[src/rtl/pifo_calendar_arbiter_pkg.sv]
// Shared types and default widths for the PIFO calendar arbiter front end.
package pifo_calendar_arbiter_pkg;

    localparam int DEF_INFO_WIDTH        = 32;
    localparam int DEF_GLOBAL_WIDTH      = 32;
    localparam int DEF_BUFFER_ADDR_WIDTH = 12;
    localparam int DEF_COUNT_WIDTH       = 32;
    localparam int DEF_PEND_WIDTH        = 4;
    localparam int DEF_STAT_WIDTH        = 32;

    typedef enum logic [2:0] {
        IDLE,
        ISSUE_ENQ,
        ISSUE_POP,
        SETTLE,
        SETTLE_POP
    } state_t;

    typedef enum logic {
        ENQ = 1'b0,
        POP = 1'b1
    } prio_t;

    function automatic prio_t other_side(prio_t p);
        return (p == ENQ) ? POP : ENQ;
    endfunction

endpackage

[src/rtl/pifo_pend_counter.sv]
// Saturating count of outstanding dequeue requests; ready drops at saturation.
module pifo_pend_counter #(
    parameter int WIDTH = 4
) (
    input  logic             clk,
    input  logic             rstn,
    input  logic             inc,
    input  logic             dec,
    output logic [WIDTH-1:0] count,
    output logic             ready
);

    localparam logic [WIDTH-1:0] MAX = '1;

    logic inc_ok;

    assign ready  = (count != MAX);
    assign inc_ok = inc && ready;

    // dec is only raised by the owner while count is non-zero
    always_ff @(posedge clk) begin
        if (!rstn)
            count <= '0;
        else if (inc_ok && !dec)
            count <= count + 1'b1;
        else if (dec && !inc_ok)
            count <= count - 1'b1;
    end

endmodule

[src/rtl/pifo_calendar_arbiter.sv]
// Arbitrates enqueue/dequeue traffic onto a PIFO calendar, one operation
// per three cycles, and returns pop results as a single-cycle pulse.
module pifo_calendar_arbiter
    import pifo_calendar_arbiter_pkg::*;
#(
    parameter int INFO_WIDTH        = DEF_INFO_WIDTH,
    parameter int GLOBAL_WIDTH      = DEF_GLOBAL_WIDTH,
    parameter int BUFFER_ADDR_WIDTH = DEF_BUFFER_ADDR_WIDTH,
    parameter int COUNT_WIDTH       = DEF_COUNT_WIDTH,
    parameter int PEND_WIDTH        = DEF_PEND_WIDTH,
    parameter int STAT_WIDTH        = DEF_STAT_WIDTH
) (
    input  logic                         clk,
    input  logic                         rstn,
    input  logic                         s_axis_enq_valid,
    output logic                         s_axis_enq_ready,
    input  logic [INFO_WIDTH-1:0]        s_axis_enq_info,
    input  logic [GLOBAL_WIDTH-1:0]      s_axis_enq_global,
    input  logic                         s_axis_deq_req,
    output logic                         s_axis_deq_req_ready,
    output logic                         m_axis_deq_valid,
    output logic [BUFFER_ADDR_WIDTH-1:0] m_axis_deq_addr,
    output logic [INFO_WIDTH-1:0]        m_axis_deq_top,
    output logic                         m_cal_insert_en,
    output logic                         m_cal_pop_en,
    output logic [INFO_WIDTH-1:0]        m_cal_pifo_info,
    output logic [GLOBAL_WIDTH-1:0]      m_cal_global_pifo,
    input  logic [INFO_WIDTH-1:0]        s_cal_top,
    input  logic [BUFFER_ADDR_WIDTH-1:0] s_cal_buffer_addr,
    input  logic                         s_cal_full,
    input  logic [COUNT_WIDTH-1:0]       s_cal_count,
    output logic [STAT_WIDTH-1:0]        m_stat_enq_cnt,
    output logic [STAT_WIDTH-1:0]        m_stat_deq_cnt,
    output logic                         m_busy
);

    state_t                state, next_state;
    prio_t                 prio;
    logic [PEND_WIDTH-1:0] pend_cnt;
    logic                  pop_elig, enq_elig;
    logic                  grant_pop, grant_enq;

    pifo_pend_counter #(.WIDTH(PEND_WIDTH)) u_pend (
        .clk   (clk),
        .rstn  (rstn),
        .inc   (s_axis_deq_req),
        .dec   (state == ISSUE_POP),
        .count (pend_cnt),
        .ready (s_axis_deq_req_ready)
    );

    assign pop_elig = (pend_cnt != '0) && (s_cal_count != '0);
    assign enq_elig = s_axis_enq_valid && !s_cal_full;

    always_comb begin
        next_state = state;
        grant_pop  = 1'b0;
        grant_enq  = 1'b0;
        case (state)
            IDLE: begin
                if (pop_elig && (!enq_elig || prio == POP)) begin
                    grant_pop  = 1'b1;
                    next_state = ISSUE_POP;
                end else if (enq_elig) begin
                    grant_enq  = 1'b1;
                    next_state = ISSUE_ENQ;
                end
            end
            ISSUE_ENQ:  next_state = SETTLE;
            ISSUE_POP:  next_state = SETTLE_POP;
            SETTLE:     next_state = IDLE;
            SETTLE_POP: next_state = IDLE;
            default:    next_state = IDLE;
        endcase
    end

    always_ff @(posedge clk) begin
        if (!rstn)
            state <= IDLE;
        else
            state <= next_state;
    end

    // Ready mirrors the enqueue grant condition without looking at valid
    assign s_axis_enq_ready = (state == IDLE) && !s_cal_full && !(pop_elig && prio == POP);
    assign m_cal_insert_en  = (state == ISSUE_ENQ);
    assign m_cal_pop_en     = (state == ISSUE_POP);
    assign m_busy           = (state != IDLE);

    always_ff @(posedge clk) begin
        if (!rstn) begin
            prio              <= POP;
            m_cal_pifo_info   <= '0;
            m_cal_global_pifo <= '0;
            m_stat_enq_cnt    <= '0;
            m_stat_deq_cnt    <= '0;
            m_axis_deq_valid  <= 1'b0;
            m_axis_deq_addr   <= '0;
            m_axis_deq_top    <= '0;
        end else begin
            if (state == IDLE && pop_elig && enq_elig)
                prio <= other_side(prio);
            if (grant_enq) begin
                m_cal_pifo_info   <= s_axis_enq_info;
                m_cal_global_pifo <= s_axis_enq_global;
            end
            if (state == ISSUE_ENQ)
                m_stat_enq_cnt <= m_stat_enq_cnt + 1'b1;
            if (state == ISSUE_POP)
                m_stat_deq_cnt <= m_stat_deq_cnt + 1'b1;
            m_axis_deq_valid <= (state == SETTLE_POP);
            if (state == SETTLE_POP) begin
                m_axis_deq_addr <= s_cal_buffer_addr;
                m_axis_deq_top  <= s_cal_top;
            end
        end
    end

endmodule

[config.mk]
export PLATFORM = sky130hd
export DESIGN_NAME = pifo_calendar_arbiter
export DESIGN_NICKNAME = d
export VERILOG_FILES = /design/src/rtl/pifo_calendar_arbiter_pkg.sv /design/src/rtl/pifo_pend_counter.sv /design/src/rtl/pifo_calendar_arbiter.sv
export SDC_FILE = /design/constraint.sdc
export NUM_CORES = 1
export LEC_CHECK = 0
export ABC_AREA = 1
export CAP_MARGIN = 20
export CORE_MARGIN = 10
export CORE_UTILIZATION = 30
export CTS_CLUSTER_DIAMETER = 30
export DETAILED_ROUTE_END_ITERATION = 8
export GPL_TIMING_DRIVEN = 0
export SYNTH_ARGS = -nofsm -noshare
export SYNTH_HDL_FRONTEND = slang
export SYNTH_SLANG_ARGS = --single-unit
export TNS_END_PERCENT = 20
[constraint.sdc]
create_clock -name clk -period 3.6 [get_ports clk]
set_clock_uncertainty 0.2 [all_clocks]
set_input_delay 0.54 -clock clk [delete_from_list [all_inputs] [get_ports clk]]
set_output_delay 0.54 -clock clk [all_outputs]
set_load 0.05 [all_outputs]
==> results of run 1 <==
[metrics by stage]
step | worst slack [ps] | instances | utilization, % | hold WS [ps] | cell area (um2)
after floorplan | 967.4 | 1304 | - | 249.4 | 8751
after global placement | 225.9 | 2009 | 43.24 | 260.9 | 12440
after detailed placement | 207.3 | 2009 | 43.24 | 267.1 | 12440
after CTS | 200.9 | 2041 | 45.23 | 285.5 | 13020
after global routing | 74.09 | 2042 | 45.24 | 304.5 | 13020
final | 242.0 | 2042 | 45.24 | 279.5 | 13020
[routing by layer]
layer,vias up,GRT usage [%],share of wire [%]
met5,-,0,0
met1,4176,21.61,44
met3,34,4.206,7.3
met4,0,4.603,2.0
met2,271,28.86,47
li1,4784,-,-
[power groups by stage]
stage / Sequential, mW / Combinational [mW] / Clock, mW
2_1_floorplan: 3.39 / 1.37 / 0
3_3_place_gp: 2.51 / 3.41 / 0
3_5_place_dp: 2.53 / 3.43 / 0
4_1_cts: 2.48 / 3.44 / 1.92
5_1_grt: 2.52 / 3.69 / 2.01
6_report: 2.48 / 3.41 / 1.87
[flip-flops by register name, summed over array words and instances (netlist names)]
| signal | cells |
|---|---|
| m_stat_enq_cnt | 32 |
| prio | 1 |
| u_pend.count | 4 |
| m_axis_deq_valid | 1 |
| m_cal_global_pifo | 32 |
| state | 3 |
| m_axis_deq_top | 32 |
| m_cal_pifo_info | 32 |
| m_stat_deq_cnt | 32 |
| m_axis_deq_addr | 12 |
[final cells by class]
class / instances / area [um2]
inverters: 151 / 583.1
clock buffers: 19 / 442.9
fillers: 2945 / 15760
plain buffers: 58 / 299.0
multi-input cells: 914 / 4245
repair buffers: 321 / 3213
well taps: 384 / 480.5
flip-flops and latches: 181 / 3623
clock inverters: 13 / 130.1
diodes: 1 / 2.502
[cells in the final DEF, fill, tap and decap left out, types with 19 or more instances in the layout]
| master | instances |
|---|---|
| clkdlybuf4s50_1 | 321 |
| nor2_1 | 291 |
| nand2_1 | 274 |
| dfxtp_1 | 181 |
| inv_1 | 144 |
| a21oi_1 | 99 |
| nand3_1 | 90 |
| o21ai_0 | 62 |
| clkbuf_1 | 20 |
| buf_2 | 19 |
[worst paths after layout]
| kind | startpoint | to | slack, ps | cells past startpoint |
|---|---|---|---|---|
| worst min-delay path | m_cal_pifo_info[26] | m_cal_pifo_info[26] | 280 | 2 |
| worst max register to register | state[0] | u_pend.count[3] | 1030 | 15 |
| worst max-delay path | s_cal_count[15] | s_axis_enq_ready | 240 | 10 |
| worst min register to register | m_cal_pifo_info[26] | m_cal_pifo_info[26] | 280 | 2 |
[cell families (layout without fill, tap and decap cells)]
kind of cell	after synthesis	after routing	share of synthesized area [%]
other	0	1	0
adders and majority gates	6	6	0.9437
buffers and inverters	209	562	10.08
AOI/OAI and AO/OA	175	175	10.48
DFF	181	181	41.41
xor gates and xnor gates	5	5	0.5004
and+or+nand+nor	728	728	36.59
[worst max-delay path, stage by stage]
cell,delay [ps]
clkdlybuf4s50_1,400
nor2_1,100
and2_1,120
nand2_1,50
nor2_1,170
a21boi_0,170
nand2_1,90
nand3_1,70
inv_1,60
clkdlybuf4s50_1,840
==> flow_summary.toml, run 1 <==
[finish]
final_layout_size_suffix_gt1_share_pct = 6.639
syn2layout_area_growth_pct = 48.78
final_nets = 1795

[power]
p_sw_share_pct = 43.70
internal_power_mw = 4.370
seqPwrFrac_pct = 32.0
p_leak_nw = 5.077
power_mw = 7.762
peakVddDrop_mv = 0.3321
pwr-share-clk_pct = 24.1
power.share.combinational_pct = 43.9
p_per_area_nw_per_um2 = 596.2
p_switching_mw = 3.392

[floorplan]
start_util_pct = 30.41
io_pins = 323
die_x_um = 190.8
row_count = 62
die_area_um2 = 36400
fp.dieH_um = 190.8
coreArea_um2 = 28780

[global_routing]
grt_use_total_pct = 17.25
grt_remaining_overflow = 0
grt_max_degree = 19
grt_pass1_wl_um = 49380
grt_pass1_vias = 8671
antenna_found_initial = 1

[drt]
ant_nets = 0
viasPerCell = 4.537
initialDrtViolationCount = 567
wirelength_um = 32870
via_count = 9265
wire_per_inst_um = 16.10
drc = 0
dr.pass1.iters = 5

[worst_setup_path]
start_kind = "input port"
timing.critical_path.to_type = "output port"
crit_fanout = 3
crit_type = "in -> out"
worstPathRequired_ps = 2860
cp.arrival_ps = 2620

[timing]
max_slew_margin_pct = 37.05
fin_crit_ps = 3358
rsz0062_at_grt = "no"
period_share_pct = 93.28
fin_tns_setup_ps = 0
fmaxAchievable_mhz = 297.8
worstMarginPinSlew_ps = 944.3
setup_viol = 0
hold_viol_final = 0
finalMaxSlewViolations = 0

[clock_tree]
clockRootBuffer = "clkbuf_16"
cts_tree = "yes"
cts_sinks = 181
cts_buffers = 17
clk_latency_ps = 430
clk_path_buf_depth = 2
path_clk_slew_ps = 70
cts_resized = 0
hold_buffers = 0
post_cts_buffers = 0
htreeDepth = 4

[synth]
yosysUniqueCellTypes = 46
synth_area_leaders = "dfxtp_1 41%, nor2_1 12%, nand2_1 12%"
synth.most_common_cell = "nor2_1"
synthCells = 1304
synth_top_area_share_pct = 41.41
synth_seq_cells = 181
yosys_most_used_dff = "dfxtp_1"
syn_area_um2 = 8751
synth-edff-count = 0
synth.net_count = 1455
netlist_top_cells_count = "291 x nor2_1, 274 x nand2_1, 181 x dfxtp_1, 144 x inv_1, 99 x a21oi_1"
ys_warn_count = 0
async_flop_share_pct = 0
avgSynthCellArea_um2 = 6.711
yosys.area.top_type = "dfxtp_1"
ys_seq_area_share_pct = 41.41

[placement]
io_buffer_count = 321
dp.final_hpwl_um = 25880
place_congestion = 0.8677

[hold_path]
holdCritPathClass = "reg -> reg"

[flow_run]
maxCapViolations = 0

[outcome]
outcome = "finished, final reports clean"
Power figures use the tool's default switching activity.
==> run 2, diff against run 1 <==
==> constraint.sdc (replaced) <==
create_clock -name clk -period 3.6 [get_ports clk]
set_clock_uncertainty 0.2 [all_clocks]
set_input_delay 0.36 -clock clk [delete_from_list [all_inputs] [get_ports clk]]
set_output_delay 0.36 -clock clk [all_outputs]
set_load 0.05 [all_outputs]
==> results of run 2 <==
The final DEF is identical to that of run 1. Status: finished, final reports clean.
Among the figures that moved: setup slack after placement 207.3 ps -> 567.3 ps; clock-pin slew on the worst setup and hold paths 70 ps -> 80 ps; setup slack after layout 242.0 ps -> 602.0 ps; hold slack 279.5 ps -> 249.8 ps; end point of the worst hold path m_cal_pifo_info[26] -> m_stat_enq_cnt[28]
==> run 3, diff against run 2 <==
Clock period 3.6 ns to 2.5 ns, I/O delays scaled along.
==> flow_summary.toml, run 3 (synthesis results as in run 1) <==
[finish]
final_layout_size_suffix_gt1_share_pct = 7.009
diodes = 0
mostFrequentLayoutCells = "317 x clkdlybuf4s50_1, 291 x nor2_1, 274 x nand2_1"
final_common_cell = "clkdlybuf4s50_1"
final_nets = 1794
syn2layout_area_growth_pct = 48.74
stdcell_count = 2039

[drt]
via_count = 9160
initialDrtViolationCount = 461
drc = 0
dr.pass1.iters = 5
wire_per_inst_um = 15.88
ant_nets = 0
viasPerCell = 4.492
wirelength_um = 32390

[global_routing]
grt_max_degree = 17
antenna_found_initial = 0
grt_use_total_pct = 17.02
grt_remaining_overflow = 0
grt_pass1_vias = 8682
grt_pass1_wl_um = 48840

[floorplan]
fp.dieH_um = 190.8
coreArea_um2 = 28780
die_area_um2 = 36400
row_count = 62
die_x_um = 190.8
io_pins = 323
start_util_pct = 30.41

[worst_setup_path]
cp.arrival_ps = 1920
crit_type = "reg -> out"
crit_fanout = 4
start_kind = "register"
worstPathRequired_ps = 2050
timing.critical_path.to_type = "output port"

[timing]
max_slew_margin_pct = 38.62
period_share_pct = 94.65
timing.final.ws_setup_ps = 133.8
rsz0062_at_grt = "no"
fin_crit_ps = 2366
worstMarginPinSlew_ps = 920.7
fin_tns_setup_ps = 0
finalMaxSlewViolations = 0
fmaxAchievable_mhz = 422.6
setup_viol = 0
hold_viol_final = 0

[power]
internal_power_mw = 6.352
p_leak_nw = 5.089
power.share.combinational_pct = 43.9
power_mw = 11.13
p_per_area_nw_per_um2 = 854.9
seqPwrFrac_pct = 32.2
pwr-share-clk_pct = 23.9
p_switching_mw = 4.775
peakVddDrop_mv = 0.4351
p_sw_share_pct = 42.92

[clock_tree]
htreeDepth = 4
clk_path_buf_depth = 2
clockRootBuffer = "clkbuf_16"
post_cts_buffers = 0
path_clk_slew_ps = 70
cts_buffers = 17
cts_sinks = 181
cts_tree = "yes"
clk_latency_ps = 430

[placement]
dp_cells = 2009
place_congestion = 0.8525
dp.final_hpwl_um = 25700
io_buffer_count = 321
place_ws_ps = -315.5

[outcome]
outcome = "finished, final reports clean"

[flow_run]
maxCapViolations = 0

[hold_path]
holdCritPathClass = "in -> reg"
## run 3: cell types whose count changed in the layout (fill, tap and decap cells not counted), moves of 2 or more
| cell | previous run | this run |
|---|---|---|
| dfxtp_1 | 181 | 178 |
| dfxtp_2 | 0 | 3 |
| inv_8 | 4 | 2 |
| dlygate4sd2_1 | 0 | 2 |
| clkinv_2 | 1 | 3 |
| clkdlybuf4s50_1 | 321 | 317 |
## run 3: worst paths after layout
kind | startpoint | end | slack (ps) | depth (start not counted)
hold reg to reg | m_axis_deq_top[1] | m_axis_deq_top[1] | 280 | 2
setup / recovery | u_pend.count[0] | s_axis_enq_ready | 130 | 7
setup reg to reg | state[0] | u_pend.count[3] | 300 | 14
hold / removal | rstn | m_stat_enq_cnt[28] | 150 | 4
## run 3: per-layer routing
layer / vias up / wire [um] / track usage, %
li1: 4767 / - / -
met1: 4133 / 14310 / 20.93
met3: 28 / 2107 / 4.243
met2: 232 / 15450 / 28.66
met4: 0 / 525 / 5.027
met5: - / 0 / 0
## run 3: timing repair
item,in CTS,in global routing
setup endpoints to repair,4,2
hold buffers,0,0
gates resized for setup,6,1
cloned,0,0
endpoints found under the hold margin,0,0
## run 3: cell type report
| cell class | count | area, um2 |
|---|---|---|
| plain buffers | 57 | 295.3 |
| clock buffers | 19 | 442.9 |
| clock inverters | 12 | 121.4 |
| fillers | 2956 | 15760 |
| inverters | 151 | 583.1 |
| multi-input cells | 914 | 4252 |
| flip-flops and latches | 181 | 3627 |
| well taps | 384 | 480.5 |
| repair buffers | 321 | 3214 |
## run 3: worst max-delay path, stage by stage (launching register included)
cell and delay (ps):
dfxtp_2 370, inv_1 80, nand3_1 140, a21boi_0 340, nand2_1 90, nand3_1 80, inv_1 40, clkdlybuf4s15_2 340
## run 3: metrics by stage
| stage | area (um2) | util [%] | hold slack [ps] |
|---|---|---|---|
| after global routing | 13020 | 45.23 | 201.4 |
| final | 13020 | 45.23 | 151.3 |
| after global placement | 12450 | 43.27 | 259.4 |
| after floorplan | 8761 | - | 216.7 |
| after CTS | 13020 | 45.24 | 150.0 |
| after detailed placement | 12450 | 43.27 | 268.0 |
## run 3: power groups by stage
stage | clock network [mW] | logic (mW) | registers (mW)
after floorplan | 0 | 1.98 | 4.88
after global placement | 0 | 4.92 | 3.63
after detailed placement | 0 | 4.95 | 3.65
after CTS | 2.74 | 4.95 | 3.59
after global routing | 2.86 | 5.25 | 3.64
final | 2.66 | 4.88 | 3.59
